`config.mk`:
```
export PLATFORM = sky130hd
export DESIGN_NAME = dp_ram_fifo_ctrl_flat
export DESIGN_NICKNAME = d
export VERILOG_FILES = /design/src/rtl/dp_ram_fifo_ctrl_if.sv /design/src/rtl/dp_ram_fifo_ctrl.sv /design/src/flat_wrapper.sv
export SDC_FILE = /design/constraint.sdc
export NUM_CORES = 1
export LEC_CHECK = 0
export CORE_UTILIZATION = 40
export CTS_CLUSTER_SIZE = 20
export DETAILED_ROUTE_END_ITERATION = 10
export HOLD_SLACK_MARGIN = 0.06
export PLACE_DENSITY = 0.67
export SETUP_SLACK_MARGIN = 0.5
export SLEW_MARGIN = 0
export SYNTH_ARGS = -nofsm -noshare
export SYNTH_HDL_FRONTEND = slang
export SYNTH_SLANG_ARGS = --single-unit
```
`constraint.sdc`:
```
create_clock -name i_clk -period 3.9 [get_ports i_clk]
set_input_delay 0.975 -clock i_clk [delete_from_list [all_inputs] [get_ports i_clk]]
set_output_delay 0.975 -clock i_clk [all_outputs]
set_load 0.05 [all_outputs]
```
`src/rtl/dp_ram_fifo_ctrl_if.sv`:
```
// Producer/consumer handshake bundle for dp_ram_fifo_ctrl.
//   master : the stream side (drives wr_valid/wr_data/rd_ready)
//   slave  : the FIFO controller (drives wr_ready/rd_valid/rd_data)
interface dp_ram_fifo_ctrl_if #(
  parameter int Data_width = 8
);
  logic                  wr_valid;
  logic                  wr_ready;
  logic [Data_width-1:0] wr_data;
  logic                  rd_valid;
  logic                  rd_ready;
  logic [Data_width-1:0] rd_data;

  modport master (
    output wr_valid, wr_data, rd_ready,
    input  wr_ready, rd_valid, rd_data
  );

  modport slave (
    input  wr_valid, wr_data, rd_ready,
    output wr_ready, rd_valid, rd_data
  );
endinterface

```
`src/rtl/dp_ram_fifo_ctrl.sv`:
```
// First-word-fall-through FIFO controller around an external single-clock
// dual-port RAM (registered read, 1-cycle latency, read-before-write).
// Ports:
//   i_clk, i_reset      rising-edge clock, synchronous active-high reset
//   bus (slave)         wr_valid/wr_ready/wr_data, rd_valid/rd_ready/rd_data
//   o_ram_we/o_ram_w_addr/o_ram_d   RAM write port
//   o_ram_r_addr, i_ram_q           RAM read port (q is the head word)
//   o_level             words accepted and not yet popped
//   o_almost_full       level >= Afull_thresh
//   o_overflow_err      sticky, set by a write attempt while full
module dp_ram_fifo_ctrl #(
  parameter int Data_width   = 8,
  parameter int Addr_width   = 10,
  parameter int Afull_thresh = 2**Addr_width - 4
) (
  input  logic                  i_clk,
  input  logic                  i_reset,
  dp_ram_fifo_ctrl_if.slave     bus,
  output logic                  o_ram_we,
  output logic [Addr_width-1:0] o_ram_w_addr,
  output logic [Addr_width-1:0] o_ram_r_addr,
  output logic [Data_width-1:0] o_ram_d,
  input  logic [Data_width-1:0] i_ram_q,
  output logic [Addr_width:0]   o_level,
  output logic                  o_almost_full,
  output logic                  o_overflow_err
);

  localparam logic [Addr_width:0] L_DEPTH = {1'b1, {Addr_width{1'b0}}};
  localparam logic [Addr_width:0] L_AFULL = Afull_thresh[Addr_width:0];

  logic [Addr_width-1:0] r_wr_ptr;
  logic [Addr_width-1:0] r_rd_ptr;
  logic [Addr_width:0]   r_level;
  // Words whose RAM read has had time to complete; always <= r_level.
  logic [Addr_width:0]   r_vis_count;
  // Second stage of the visibility pipe (first stage is the push itself).
  logic                  r_push_d;
  logic                  r_overflow_err;

  logic w_full;
  logic w_rd_valid;
  logic w_push;
  logic w_pop;

  // Handshake decode and RAM port drive.
  always_comb begin
    w_full     = (r_level == L_DEPTH);
    w_rd_valid = 1'b0;
    if (!i_reset) begin
      w_rd_valid = (r_vis_count != {(Addr_width+1){1'b0}});
    end else begin
      w_rd_valid = 1'b0;
    end
    // Readiness comes only from registered state: a pop this cycle does not
    // free a slot for a push in the same cycle.
    bus.wr_ready = !i_reset && !w_full;
    bus.rd_valid = w_rd_valid;
    bus.rd_data  = i_ram_q;
    w_push       = bus.wr_valid & bus.wr_ready;
    w_pop        = w_rd_valid & bus.rd_ready;

    o_ram_we     = w_push;
    o_ram_w_addr = r_wr_ptr;
    o_ram_d      = bus.wr_data;
    // Prefetch the next head on pop so ram_q always tracks r_rd_ptr and
    // back-to-back pops need no bubble.
    if (w_pop) begin
      o_ram_r_addr = r_rd_ptr + {{(Addr_width-1){1'b0}}, 1'b1};
    end else begin
      o_ram_r_addr = r_rd_ptr;
    end
  end

  // Pointer, occupancy, visibility and error-flag state.
  always_ff @(posedge i_clk) begin
    if (i_reset) begin
      r_wr_ptr       <= {Addr_width{1'b0}};
      r_rd_ptr       <= {Addr_width{1'b0}};
      r_level        <= {(Addr_width+1){1'b0}};
      r_vis_count    <= {(Addr_width+1){1'b0}};
      r_push_d       <= 1'b0;
      r_overflow_err <= 1'b0;
    end else begin
      if (w_push) begin
        r_wr_ptr <= r_wr_ptr + {{(Addr_width-1){1'b0}}, 1'b1};
      end
      if (w_pop) begin
        r_rd_ptr <= r_rd_ptr + {{(Addr_width-1){1'b0}}, 1'b1};
      end
      r_level <= r_level + {{Addr_width{1'b0}}, w_push}
                         - {{Addr_width{1'b0}}, w_pop};
      // A word written at edge t is captured by the RAM read register at
      // edge t+1, so it may be counted visible from that edge on. This also
      // masks the read-before-write collision in the push cycle.
      r_push_d    <= w_push;
      r_vis_count <= r_vis_count + {{Addr_width{1'b0}}, r_push_d}
                                 - {{Addr_width{1'b0}}, w_pop};
      if (bus.wr_valid && w_full) begin
        r_overflow_err <= 1'b1;
      end
    end
  end

  assign o_level        = r_level;
  assign o_almost_full  = !i_reset && (r_level >= L_AFULL);
  assign o_overflow_err = r_overflow_err;

endmodule

```
`src/flat_wrapper.sv`:
```
// flat-port wrapper written by rule: the top's interface ports become plain ports
module dp_ram_fifo_ctrl_flat 
#(
  parameter int Data_width   = 8,
  parameter int Addr_width   = 10,
  parameter int Afull_thresh = 2**Addr_width - 4
)
  (i_clk, i_reset, o_ram_we, o_ram_w_addr, o_ram_r_addr, o_ram_d, i_ram_q, o_level, o_almost_full, o_overflow_err, bus_wr_valid, bus_wr_data, bus_rd_ready, bus_wr_ready, bus_rd_valid, bus_rd_data);
  dp_ram_fifo_ctrl_if #(.Data_width(Data_width)) bus_i ();
  input  logic i_clk;
  input  logic i_reset;
  output logic o_ram_we;
  output logic [Addr_width-1:0] o_ram_w_addr;
  output logic [Addr_width-1:0] o_ram_r_addr;
  output logic [Data_width-1:0] o_ram_d;
  input  logic [Data_width-1:0] i_ram_q;
  output logic [Addr_width:0] o_level;
  output logic o_almost_full;
  output logic o_overflow_err;
  input wire logic [$bits(bus_i.wr_valid)-1:0] bus_wr_valid;
  input wire logic [$bits(bus_i.wr_data)-1:0] bus_wr_data;
  input wire logic [$bits(bus_i.rd_ready)-1:0] bus_rd_ready;
  output wire logic [$bits(bus_i.wr_ready)-1:0] bus_wr_ready;
  output wire logic [$bits(bus_i.rd_valid)-1:0] bus_rd_valid;
  output wire logic [$bits(bus_i.rd_data)-1:0] bus_rd_data;
  assign bus_i.wr_valid = bus_wr_valid;
  assign bus_i.wr_data = bus_wr_data;
  assign bus_i.rd_ready = bus_rd_ready;
  assign bus_wr_ready = bus_i.wr_ready;
  assign bus_rd_valid = bus_i.rd_valid;
  assign bus_rd_data = bus_i.rd_data;
  dp_ram_fifo_ctrl #(.Data_width(Data_width), .Addr_width(Addr_width), .Afull_thresh(Afull_thresh)) u_core (.i_clk(i_clk), .i_reset(i_reset), .bus(bus_i), .o_ram_we(o_ram_we), .o_ram_w_addr(o_ram_w_addr), .o_ram_r_addr(o_ram_r_addr), .o_ram_d(o_ram_d), .i_ram_q(i_ram_q), .o_level(o_level), .o_almost_full(o_almost_full), .o_overflow_err(o_overflow_err));
endmodule
```
==> impl_metrics.sql <==
INSERT INTO impl_metrics (metric_group, metric, value, unit) VALUES
('outcome', 'run_status', 'finished, final reports clean', ''),
('grt', 'grt_usage', '16.9', '%'),
('power_and_ir_drop', 'pwr-share-seq', '22.0', '%'),
('critical_path', 'reg2reg_from', 'u_core.r_vis_count[4]$_SDFF_PP0_', ''),
('clock_network', 'clkSlewWorstSetupHoldPaths', '0.09', 'ns'),
('floorplan', 'fp.dieArea', '7690', 'um^2'),
('clock_network', 'largest_buffer_count_on_any_clock_path', '2', ''),
('clock_network', 'cts_tree', 'done', ''),
('timing', 'timing.hold.ws', '0.480', 'ns'),
('synthesis', 'synth_top_cell_area_share', '30.0', '%'),
('clock_network', 'tritoncts.num_buffers', '5', ''),
('routing', 'vias', '2344', ''),
('placement', 'pre_cts_slack', '0.0901', 'ns'),
('hold_path', 'min-delay-start', 'u_core.o_overflow_err$_SDFFE_PP0P_', ''),
('power_and_ir_drop', 'p_leak', '1.58', 'nW'),
('floorplan', 'pin_count', '72', ''),
('timing', 'worstMarginPinSlew', '0.507', 'ns'),
('synthesis', 'most_frequent_cell_after_synthesis', 'sky130_fd_sc_hd__dfxtp_1', ''),
('power_and_ir_drop', 'power_switching_share', '43.4', '%'),
('power_and_ir_drop', 'total_switching_power', '1.31', 'mW'),
('timing', 'finClkSkew', '0.0105', 'ns'),
('floorplan', 'floorplan.die.width', '87.7', 'um'),
('finish', 'instances_no_fill', '466', ''),
('timing', 'timing.slew.headroom', '66.1', '%'),
('critical_path', 'timing.critical_path.slowest_stage_cell', 'sky130_fd_sc_hd__clkdlybuf4s50_1', ''),
('hold_path', 'timing.hold.worst.class', 'reg -> reg', ''),
('critical_path', 'critical_path.cell_chain', 'buf_2, buf_4, a21oi_1, clkdlybuf4s50_1', ''),
('flow_run', 'cap_violations', '0', ''),
('synthesis', 'post_synth_edffs', '0', ''),
('finish', 'final_layout_size_suffix_gt1_share', '17.8', '%'),
('critical_path', 'r2r-end', 'u_core.r_vis_count[10]$_SDFF_PP0_', ''),
('routing', 'first_pass_iters', '5', ''),
('power_and_ir_drop', 'vdd_drop_max', '0.000535', 'V'),
('synthesis', 'syn_area', '2940', 'um^2'),
('synthesis', 'synth_cell_types', '50', ''),
('placement', 'place.detailed.instances', '454', ''),
('synthesis', 'postSynthAreaPerCell', '8.71', 'um^2'),
('timing', 'timing.final.hold_violations', '0', ''),
('clock_network', 'cts-root-buf', 'sky130_fd_sc_hd__clkbuf_8', ''),
('critical_path', 'timing.reg2reg.worst_path_depth', '14', ''),
('finish', 'area_growth', '28.2', '%'),
('timing', 'finalWorstSetupSlack', '0.594', 'ns'),
('routing', 'routed_wire_length_per_instance', '12.9', 'um'),
('critical_path', 'arrival', '2.33', 'ns'),
('grt', 'via_count_of_the_first_global_routing_pass', '2228', ''),
('synthesis', 'synth_top_cells_by_count', 'sky130_fd_sc_hd__dfxtp_1 (44), sky130_fd_sc_hd__ha_1 (40), sky130_fd_sc_hd__nor2_1 (34), sky130_fd_sc_hd__inv_1 (31), sky130_fd_sc_hd__nor2b_1 (21)', ''),
('critical_path', 'crit_path_start_kind', 'input pin', ''),
('routing', 'drcViolationCount', '0', ''),
('routing', 'first_iter_violations', '77', ''),
('finish', 'nNetsFinal', '431', ''),
('critical_path', 'slowest_delay', '0.82', 'ns'),
('synthesis', 'synth-warning-count', '0', ''),
('critical_path', 'worst_ep_required_time', '2.92', 'ns'),
('timing', 'finalWorstPathRequiredPeriod', '3.31', 'ns'),
('routing', 'vias_per_instance', '5.03', ''),
('timing', 'finalSetupTns', '0', 'ns'),
('power_and_ir_drop', 'share_comb_of_total_power', '61.9', '%'),
('hold_path', 'hold_path_end', 'u_core.o_overflow_err$_SDFFE_PP0P_', ''),
('hold_path', 'min_path_cells', '2', ''),
('synthesis', 'synth_sequential_area_ratio', '30.0', '%'),
('synthesis', 'synth_ff_type', 'sky130_fd_sc_hd__dfxtp_1', ''),
('critical_path', 'critPathMaxFanout', '31', ''),
('routing', 'ant_nets', '0', ''),
('critical_path', 'end_kind', 'output port', ''),
('critical_path', 'regToRegSetupSlack', '0.68', 'ns'),
('critical_path', 'criticalPathCategory', 'in -> out', ''),
('synthesis', 'synth_fp_nets', '399', ''),
('floorplan', 'fp.coreArea', '6940', 'um^2'),
('floorplan', 'die_y', '87.7', 'um'),
('clock_network', 'cts.sinks', '44', ''),
('floorplan', 'floorplan.initialDensity', '42.3', '%');
-- worst max path at each step --
stage	slack, ns	start	end
3_3_place_gp	0.16	bus_rd_ready	u_core.r_vis_count[10]$_SDFF_PP0_
4_1_cts	0.51	bus_wr_valid	u_core.o_level[8]$_SDFF_PP0_
2_1_floorplan	0.49	i_reset	o_ram_r_addr[5]
3_5_place_dp	0.09	bus_rd_ready	u_core.r_vis_count[10]$_SDFF_PP0_
5_1_grt	0.51	u_core.r_vis_count[5]$_SDFF_PP0_	u_core.r_vis_count[10]$_SDFF_PP0_
6_report	0.59	i_reset	o_almost_full
-- routing by layer --
layer  track usage [%]  part of all wire [%]  vias to the layer above
li1                  -                     -                     1186
met4              4.92                   1.6                        0
met1              21.9                    47                     1090
met3              3.49                   4.8                       10
met5                 0                     0                        -
met2              28.6                    47                       58
-- registers in the layout, summed over array words and instances (netlist names) --
signal	cells
u_core.r_vis_count	11
u_core.r_push_d	1
u_core.o_overflow_err	1
u_core.r_rd_ptr	10
u_core.o_level	11
u_core.o_ram_w_addr	10
-- placed cells by master, fill, tap and decap left out, drive strengths merged, types with 7 or more instances in the layout --
cell / netlist / final
nor2b: 21 / 21
dfxtp: 44 / 44
nor2: 34 / 34
ha: 40 / 40
buf: 19 / 21
xnor2: 17 / 17
nor3: 15 / 15
nand3: 7 / 7
a21oi: 16 / 16
nand2: 8 / 8
clkdlybuf4s50: 0 / 25
inv: 31 / 31
xor2: 10 / 10
-- area by class of cell --
cell class / instances / area, um^2 / share of cell area [%]
multi-input cells: 239 / 1920 / 51.0
flip-flops and latches: 44 / 892 / 23.7
repair buffers: 48 / 556 / 14.8
well taps: 96 / 120 / 3.19
inverters: 31 / 116 / 3.09
clock inverters: 3 / 90.1 / 2.39
clock buffers: 5 / 68.8 / 1.83
-- power by group through the flow --
stage	logic, mW	clock network, mW	registers, mW
2_1_floorplan	1.26	0	0.814
3_3_place_gp	1.73	0	0.677
3_5_place_dp	1.75	0	0.675
4_1_cts	1.81	0.496	0.666
5_1_grt	2.06	0.518	0.682
6_report	1.87	0.486	0.664
-- cell families (layout without fill, tap and decap cells) --
kind of cell / after synthesis / after routing / synth area share, %
DFF: 44 / 44 / 30.0
xor gates and xnor gates: 27 / 27 / 8.05
buffers and inverters: 54 / 87 / 8.99
AOI/OAI and AO/OA: 52 / 52 / 12.4
muxes: 4 / 4 / 1.49
and+or+nand+nor: 114 / 114 / 20.6
adders and majority gates: 42 / 42 / 18.4
-- timing repair --
action                                  in CTS  in global routing
setup buffers                                3                  1
endpoints found under the setup margin      10                  4
pin swaps                                    5                  1
cloned                                       0                  0
resized for setup                           13                  6
-- worst max-delay path, delay by kind of cell --
kind            cells  cell delay [ns]
buf+inv             3             1.18
compound gates      1             0.16
-- per-stage QoR --
step / cell area [um^2] / util [%] / total power [mW]
finish: 3760 / 54.2 / 3.01
floorplan: 2980 / - / 2.08
detailed placement: 3480 / 50.1 / 2.42
global placement: 3480 / 50.1 / 2.41
global route: 3760 / 54.2 / 3.26
CTS: 3730 / 53.7 / 2.97
No activity file was read; power rests on OpenSTA's default activity.
